===== src/rtl/seven_segment_multi_digit_counter.sv =====
// Multi-digit BCD seconds counter: prescaler-driven up/down count with
// synchronous load, leading-zero blanking and time-multiplexed 7-segment drive.
module seven_segment_multi_digit_counter #(
  parameter logic [23:0] MAX_COUNT  = 24'd10_000_000,
  parameter int          NUM_DIGITS = 4,
  parameter logic [15:0] SCAN_DIV   = 16'd1000
) (
  input  logic                    clk,
  input  logic                    reset,
  input  logic [7:0]              compare_in,
  input  logic                    enable,
  input  logic                    up_down,
  input  logic                    load,
  input  logic [4*NUM_DIGITS-1:0] load_value,
  input  logic                    blank_lz,
  output logic [6:0]              seg,
  output logic [NUM_DIGITS-1:0]   digit_sel,
  output logic [4*NUM_DIGITS-1:0] count_bcd,
  output logic                    tick,
  output logic                    wrap
);

  localparam int IDX_W = (NUM_DIGITS > 1) ? $clog2(NUM_DIGITS) : 1;

  logic [23:0]             prescaler;
  logic [23:0]             period;
  logic                    step_now;
  logic [4*NUM_DIGITS-1:0] stepped;
  logic                    step_wrap;
  logic [4*NUM_DIGITS-1:0] load_sat;

  logic [15:0]             scan_cnt;
  logic                    scan_term;
  logic [IDX_W-1:0]        digit_idx;
  logic [IDX_W-1:0]        idx_next;
  logic [NUM_DIGITS-1:0]   sel_next;
  logic [NUM_DIGITS-1:0]   blank_vec;
  logic [3:0]              cur_digit;
  logic                    cur_blank;

  // Segment pattern {g,f,e,d,c,b,a} for one BCD digit.
  function automatic logic [6:0] decode(input logic [3:0] d);
    case (d)
      4'd0:    decode = 7'h3F;
      4'd1:    decode = 7'h06;
      4'd2:    decode = 7'h5B;
      4'd3:    decode = 7'h4F;
      4'd4:    decode = 7'h66;
      4'd5:    decode = 7'h6D;
      4'd6:    decode = 7'h7D;
      4'd7:    decode = 7'h07;
      4'd8:    decode = 7'h7F;
      4'd9:    decode = 7'h6F;
      default: decode = 7'h00;
    endcase
  endfunction

  // Period select and step condition; >= makes a shrinking period step at once.
  always_comb begin
    period   = (compare_in != 8'd0) ? {6'b0, compare_in, 10'b0} : MAX_COUNT;
    step_now = enable && (prescaler >= (period - 24'd1));
  end

  // Ripple carry/borrow across digits; a carry out of the top digit is a wrap.
  always_comb begin
    logic       carry;
    logic [3:0] d;
    stepped = count_bcd;
    carry   = 1'b1;
    for (int i = 0; i < NUM_DIGITS; i++) begin
      d = count_bcd[4*i +: 4];
      if (carry) begin
        if (up_down) begin
          if (d >= 4'd9) begin
            stepped[4*i +: 4] = 4'd0;
          end else begin
            stepped[4*i +: 4] = d + 4'd1;
            carry = 1'b0;
          end
        end else begin
          if (d == 4'd0) begin
            stepped[4*i +: 4] = 4'd9;
          end else begin
            stepped[4*i +: 4] = d - 4'd1;
            carry = 1'b0;
          end
        end
      end
    end
    step_wrap = carry;
  end

  // Clamp each load digit into 0..9 so the count never holds a non-BCD digit.
  always_comb begin
    load_sat = '0;
    for (int i = 0; i < NUM_DIGITS; i++) begin
      load_sat[4*i +: 4] = (load_value[4*i +: 4] > 4'd9) ? 4'd9 : load_value[4*i +: 4];
    end
  end

  // Prescaler, count and step pulses; load wins over a coincident step.
  always_ff @(posedge clk) begin
    if (reset) begin
      prescaler <= '0;
      count_bcd <= '0;
      tick      <= 1'b0;
      wrap      <= 1'b0;
    end else if (load) begin
      prescaler <= '0;
      count_bcd <= load_sat;
      tick      <= 1'b0;
      wrap      <= 1'b0;
    end else if (step_now) begin
      prescaler <= '0;
      count_bcd <= stepped;
      tick      <= 1'b1;
      wrap      <= step_wrap;
    end else begin
      if (enable) prescaler <= prescaler + 24'd1;
      tick <= 1'b0;
      wrap <= 1'b0;
    end
  end

  // Next scan index, its one-hot enable, and the digit/blank state it will show.
  always_comb begin
    logic upper_zero;
    scan_term = (scan_cnt >= (SCAN_DIV - 16'd1));
    if (scan_term) begin
      idx_next = (digit_idx == IDX_W'(NUM_DIGITS - 1)) ? '0 : digit_idx + 1'b1;
    end else begin
      idx_next = digit_idx;
    end
    upper_zero = 1'b1;
    blank_vec  = '0;
    for (int i = NUM_DIGITS - 1; i >= 0; i--) begin
      upper_zero   = upper_zero && (count_bcd[4*i +: 4] == 4'd0);
      blank_vec[i] = blank_lz && (i != 0) && upper_zero;
    end
    sel_next  = '0;
    cur_digit = 4'd0;
    cur_blank = 1'b0;
    for (int i = 0; i < NUM_DIGITS; i++) begin
      if (idx_next == IDX_W'(i)) begin
        sel_next[i] = 1'b1;
        cur_digit   = count_bcd[4*i +: 4];
        cur_blank   = blank_vec[i];
      end
    end
  end

  // Free-running scan; digit_sel and seg update together, seg refreshed every cycle.
  always_ff @(posedge clk) begin
    if (reset) begin
      scan_cnt  <= '0;
      digit_idx <= '0;
      digit_sel <= NUM_DIGITS'(1);
      seg       <= 7'h3F;
    end else begin
      scan_cnt  <= scan_term ? 16'd0 : scan_cnt + 16'd1;
      digit_idx <= idx_next;
      digit_sel <= sel_next;
      seg       <= cur_blank ? 7'h00 : decode(cur_digit);
    end
  end

endmodule

===== config.mk =====
export PLATFORM = sky130hd
export DESIGN_NAME = seven_segment_multi_digit_counter
export DESIGN_NICKNAME = d
export VERILOG_FILES = /design/src/rtl/seven_segment_multi_digit_counter.sv
export SDC_FILE = /design/constraint.sdc
export NUM_CORES = 1
export LEC_CHECK = 0
export CAP_MARGIN = 20
export CORE_UTILIZATION = 25
export CTS_BUF_LIST = sky130_fd_sc_hd__clkbuf_8 sky130_fd_sc_hd__clkbuf_16
export CTS_CLUSTER_DIAMETER = 40
export CTS_CLUSTER_SIZE = 12
export DETAILED_ROUTE_END_ITERATION = 16
export PLACE_DENSITY_LB_ADDON = 0.08
export SETUP_SLACK_MARGIN = 0.05
export SLEW_MARGIN = 5
export SYNTH_ARGS = -nofsm -noshare
export SYNTH_HDL_FRONTEND = slang
export SYNTH_SLANG_ARGS = --single-unit
export TNS_END_PERCENT = 20

===== constraint.sdc =====
create_clock -name clk -period 6 [get_ports clk]
set_clock_uncertainty 0.15 [all_clocks]
set_input_delay 1.5 -clock clk [delete_from_list [all_inputs] [get_ports clk]]
set_output_delay 1.5 -clock clk [all_outputs]
set_load 0.1 [all_outputs]

After elaboration in Yosys (flattened, before gate mapping)

Memories as Yosys holds them, arrays and structs flattened.
Index checks and enable logic that the tools add are counted.

Register bits: 71
ROM bits: 112
Input bits: 30
Output and inout port bits: 29
Memories: 1

Memory list:

| memory           | depth | bits a word | read ports | clocked after memory_dff | write ports | RTL line | text |
|---|---|---|---|---|---|---|---|
| (name not given) | 16    | 7           | 1          | 0                        | 0           | 43       | `case (d)` |

Add/sub/neg operators: 12
$lt $le $gt $ge: 10
Equal/unequal tests: 4
Mux-type cells: 51
Bitwise operators: 2
Reduce and logical (&&, ||, !) cells: 24

Operator list:

| cell                                                                                   | count |
|---|---|
| 4-bit 2-to-1 mux                                                                       | 23 |
| 16-bit 2-to-1 mux                                                                      | 2 |
| 24-bit by 1-bit adder with 24-bit output (second input constant)                       | 1 |
| 24-bit greater-or-equal comparator                                                     | 1 |
| 24-bit 2-to-1 mux                                                                      | 1 |
| 24-bit by 1-bit subtractor with 24-bit output (second input constant)                  | 1 |
| 1-bit 2-to-1 mux                                                                       | 22 |
| 16-bit by 1-bit adder with 16-bit output (second input constant)                       | 1 |
| 4-bit by 1-bit adder with 4-bit output (second input constant)                         | 4 |
| 16-bit by 10-bit greater-or-equal comparator with 1-bit output (second input constant) | 1 |
| 4-bit greater-or-equal comparator (second input constant)                              | 4 |
| 4-bit greater-than comparator (second input constant)                                  | 4 |
| 4-bit logical NOT                                                                      | 4 |
| 4-bit by 1-bit subtractor with 4-bit output (second input constant)                    | 4 |
| 2-bit nonzero test                                                                     | 4 |
| 8-bit nonzero test                                                                     | 1 |
| 2-bit == test (second input constant)                                                  | 3 |
| 1-bit logical AND                                                                      | 6 |
| 6-bit 2-to-1 mux                                                                       | 1 |
| 2-bit AND reduction                                                                    | 3 |
| 2-bit OR reduction                                                                     | 3 |
| 2-bit 2-to-1 mux                                                                       | 2 |
| 4-bit OR reduction                                                                     | 1 |
| 3-bit OR reduction                                                                     | 1 |
| 4 further kinds                                                                        | 5 |

Longest topological paths before layout

An unclocked memory read counts as a cell.

Depth after elaboration: 10
Depth in mapped cells: 15
Mapped depth without buffers: 13

Worst setup path after synthesis

Ideal clock, no wire load.

Kind: input to register
From: input port compare_in[0]
To: register count_bcd[15]
Data arrival time: 4,472 ps
Path slack: 1,256 ps
Cell stages on the path: 12
Cell sequence: or3_1 or2_2 clkbuf_1 nor2b_1 inv_1 ha_1 nand4_1 or4_1 o2bb2ai_2 o2111ai_2 and4b_1 a311o_1

Cells in the longest elaborated chain, start to end: 7

Ends and longest elaborated chain:

| item                                              | RTL line | text |
|---|---|---|
| start: declaration                                | 10       | `input logic [7:0] compare_in,` |
| 8-bit nonzero test                                | 60       | `period = (compare_in != 8'd0) ? {6'b0, compare_in, 10'b0} : MAX_COUNT;` |
| 24-bit 2-to-1 mux (*)                             | 60       |  |
| 24-bit by 1-bit subtractor with 24-bit output (*) | 61       | `step_now = enable && (prescaler >= (period - 24'd1));` |
| 24-bit greater-or-equal comparator (*)            | 61       |  |
| 1-bit logical AND (*)                             | 61       |  |
| 2-bit nonzero test (no line) (*)                  | --       |  |
| 2-bit AND reduction (no line) (*)                 | --       |  |
| end signal: assignment                            | 110      | `count_bcd <= load_sat;` |
| end signal: assignment                            | 115      | `count_bcd <= stepped;` |
| end: declaration                                  | 18       | `output logic [4*NUM_DIGITS-1:0] count_bcd,` |

Mark *: on every way between the ends. The rest lies on a longest branch, timed or not.
A chain may end at the register's enable or synchronous reset.

Final worst setup path

Same ends and word-level chain as after synthesis.

==> results.txt <==
Post-synthesis compound-gate area fraction: 0.210
Clock Latency Late Sink: 330 ps
Fin nets: 687
Synth top area share: 0.309
Die Width: 138 um
Synth unique cells: 75
Num rows: 49
Leak: 0.00223 uW
Vias in the first global route: 3811
Worst-path clk slew: 60 ps
Synth Area in XOR/XNOR: 0.0608
IO Count: 59
GRT Util Overall: 0.134
Pin count of the biggest net entering global routing: 41
Fin cells: 855
Final hold viol count: 0
Crit path capture type: flip-flop
Fmax: 201 MHz
Area share of fa/ha/maj cells after synthesis: 0.0978
Post-CTS repair timing setup buffer count: 0
IO buf count: 58
Vias/cell: 4.81
Clock root buffer: clkbuf_16
Core area: 18000 um^2
Final Cell Area: 5730 um^2
# setup viols final: 0
CTS tree: built
Met3 wire len: 645 um
Synth Area in Simple Gates: 0.229
Asr flop ratio synth: 0
Num Clock Sinks: 71
Largest family of logic cells by synthesized area: simple AND/OR/NAND/NOR gates
Combined buffer and inverter count along the critical path: 3
DPL Wire Length: 9.11 mm
Setup TNS: 0 ps
Register area share after synthesis: 0.309
H-Tree Depth: 3
Area contributors post-synth: dfxtp_1 (31%), ha_1 (9.8%), nor2_1 (5.8%)
Filler Cell Count: 1963
Critical Path, Cell by Cell: clkdlybuf4s50_1, or3_1, or2_2, nor2b_1, buf_4, inv_1, ha_1, nand4_1, or4_1, o2bb2ai_2, o2111ai_2, and4b_1, a311o_1
Post-synth EDFFs: 0
HP Class: reg -> reg
Slowest cell on the critical path: or4_1
CTS max path bufs: 2
Max layer used: met4
Slowest stage delay, CP: 550 ps
Antenna violations before repair: 0
Met1 Wirelength: 6.18 mm
Crit path DAT: 5060 ps
Slew @ Worst Pin: 1010 ps
Starting DRT DRC Count: 191
Post-route ant nets: 0
Status: complete, no violations
Drt total wl: 12.2 mm
Leading area contributor after synthesis: dfxtp_1
RSZ-0062 raised after global routing: no
Vias: 4115
Die H: 138 um
Flop and latch count out of synthesis: 71
Maxcap violations: 0
First-pass GRT wire length: 19.6 mm
Cell Pwr Density: 274 nW/um^2
Initial core utilization: 0.256
CP top delay family: simple AND/OR/NAND/NOR gates
Diode count: 0
Post-Syn Area per Cell: 8.13 um^2
Max-Slew Margin vs Limit: 0.326
Fin crit period: 4980 ps
Placer Congestion: 0.780
Crit start category: input pin
Total grt overflow: 0
TritonCTS Buffers: 9
Synth-to-Final Area Change: 24.4%
Top_reg_cell synth: dfxtp_1
Mapped cell area: 4610 um^2
Setup CP Type: in -> reg
Synth warn: 0
Dpl cells: 839
Post-synthesis cell count: 567
Routed wl met2: 5.18 mm
Post-synth top cells: dfxtp_1 (71), nor2_1 (71), nand2_1 (43)
Critical Path RT: 6080 ps
CTS Hold Bufs: 0
Drt wl/cell: 14.3 um
TritonRoute pass-1 iters: 4
Share of layout cells above drive strength 1: 0.0719
Tcrit/Tclk final: 0.830
Area after DPL: 5410 um^2
DR DRC count: 0
Die Area: 19000 um^2
Multiplexer share of the synthesized area: 0.0386
Count of pins over their slew limit: 0
VDD IR-drop max: 0.149 mV
CP max FO: 7
Post_cts resized: 0
==> metal layers <==
metal  vias up  track usage
li1       2118            -
met1      1902        0.186
met2        83        0.204
met3        12       0.0254
met4         0       0.0525
met5         -            0
==> state kept, by name (all words and copies together) (netlist names) <==
register and count:
count_bcd 16, digit_idx 2, digit_sel 4, prescaler 24, scan_cnt 16, seg 7, tick 1, wrap 1
==> area by class of cell <==
type | count | area (um^2) | share of cell area
clock buffers | 10 | 239 | 0.0417
clock inverters | 6 | 83.8 | 0.0146
inverters | 32 | 120 | 0.0210
multi-input cells | 444 | 2960 | 0.517
flip-flops and latches | 71 | 1420 | 0.248
well taps | 229 | 287 | 0.0500
repair buffers | 63 | 618 | 0.108
==> power breakdown <==
part	switching (uW)	internal (uW)
clock network	209	374
logic	319	143
registers	26.0	500
total	553	1020
==> cell families after synthesis <==
logic type      count (synthesis)
simple gates                  213
compound gates                138
flops                          71
buf+inv                        59
fa+ha+maj                      36
xor+xnor                       32
mux                            16
other cells                     2
==> through the flow <==
stage,utilization,hold slack (ps),total power [uW],setup WS [ps]
after floorplan,-,280,880,1260
after global placement,0.300,300,997,744
after detailed placement,0.300,307,997,680
after CTS,0.318,320,1600,1020
after global routing,0.318,338,1650,795
final,0.318,310,1570,1020
==> final timing paths <==
check	startpoint	endpoint	slack [ps]	depth (start not counted)
worst max register to register	scan_cnt[0]	seg[4]	2910	12
worst min register to register	scan_cnt[0]	scan_cnt[0]	310	1
worst max-delay path	compare_in[0]	count_bcd[15]	1020	13
worst min-delay path	scan_cnt[0]	scan_cnt[0]	310	1
==> layout by cell type, fill, tap and decap left out, types with 9 or more instances in the layout <==
| cell | synthesis | layout |
|---|---|---|
| a21o_1 | 10 | 10 |
| a21oi_1 | 22 | 22 |
| clkbuf_16 | 0 | 9 |
| clkdlybuf4s50_1 | 0 | 58 |
| conb_1 | 2 | 9 |
| dfxtp_1 | 71 | 71 |
| ha_1 | 36 | 36 |
| inv_1 | 32 | 32 |
| mux2i_1 | 14 | 14 |
| nand2_1 | 43 | 43 |
| nand3_1 | 27 | 27 |
| nor2_1 | 71 | 71 |
| nor3_1 | 18 | 18 |
| o21ai_0 | 33 | 33 |
| xnor2_1 | 15 | 15 |
| xor2_1 | 17 | 17 |
No activity file was read; power rests on OpenSTA's default activity.
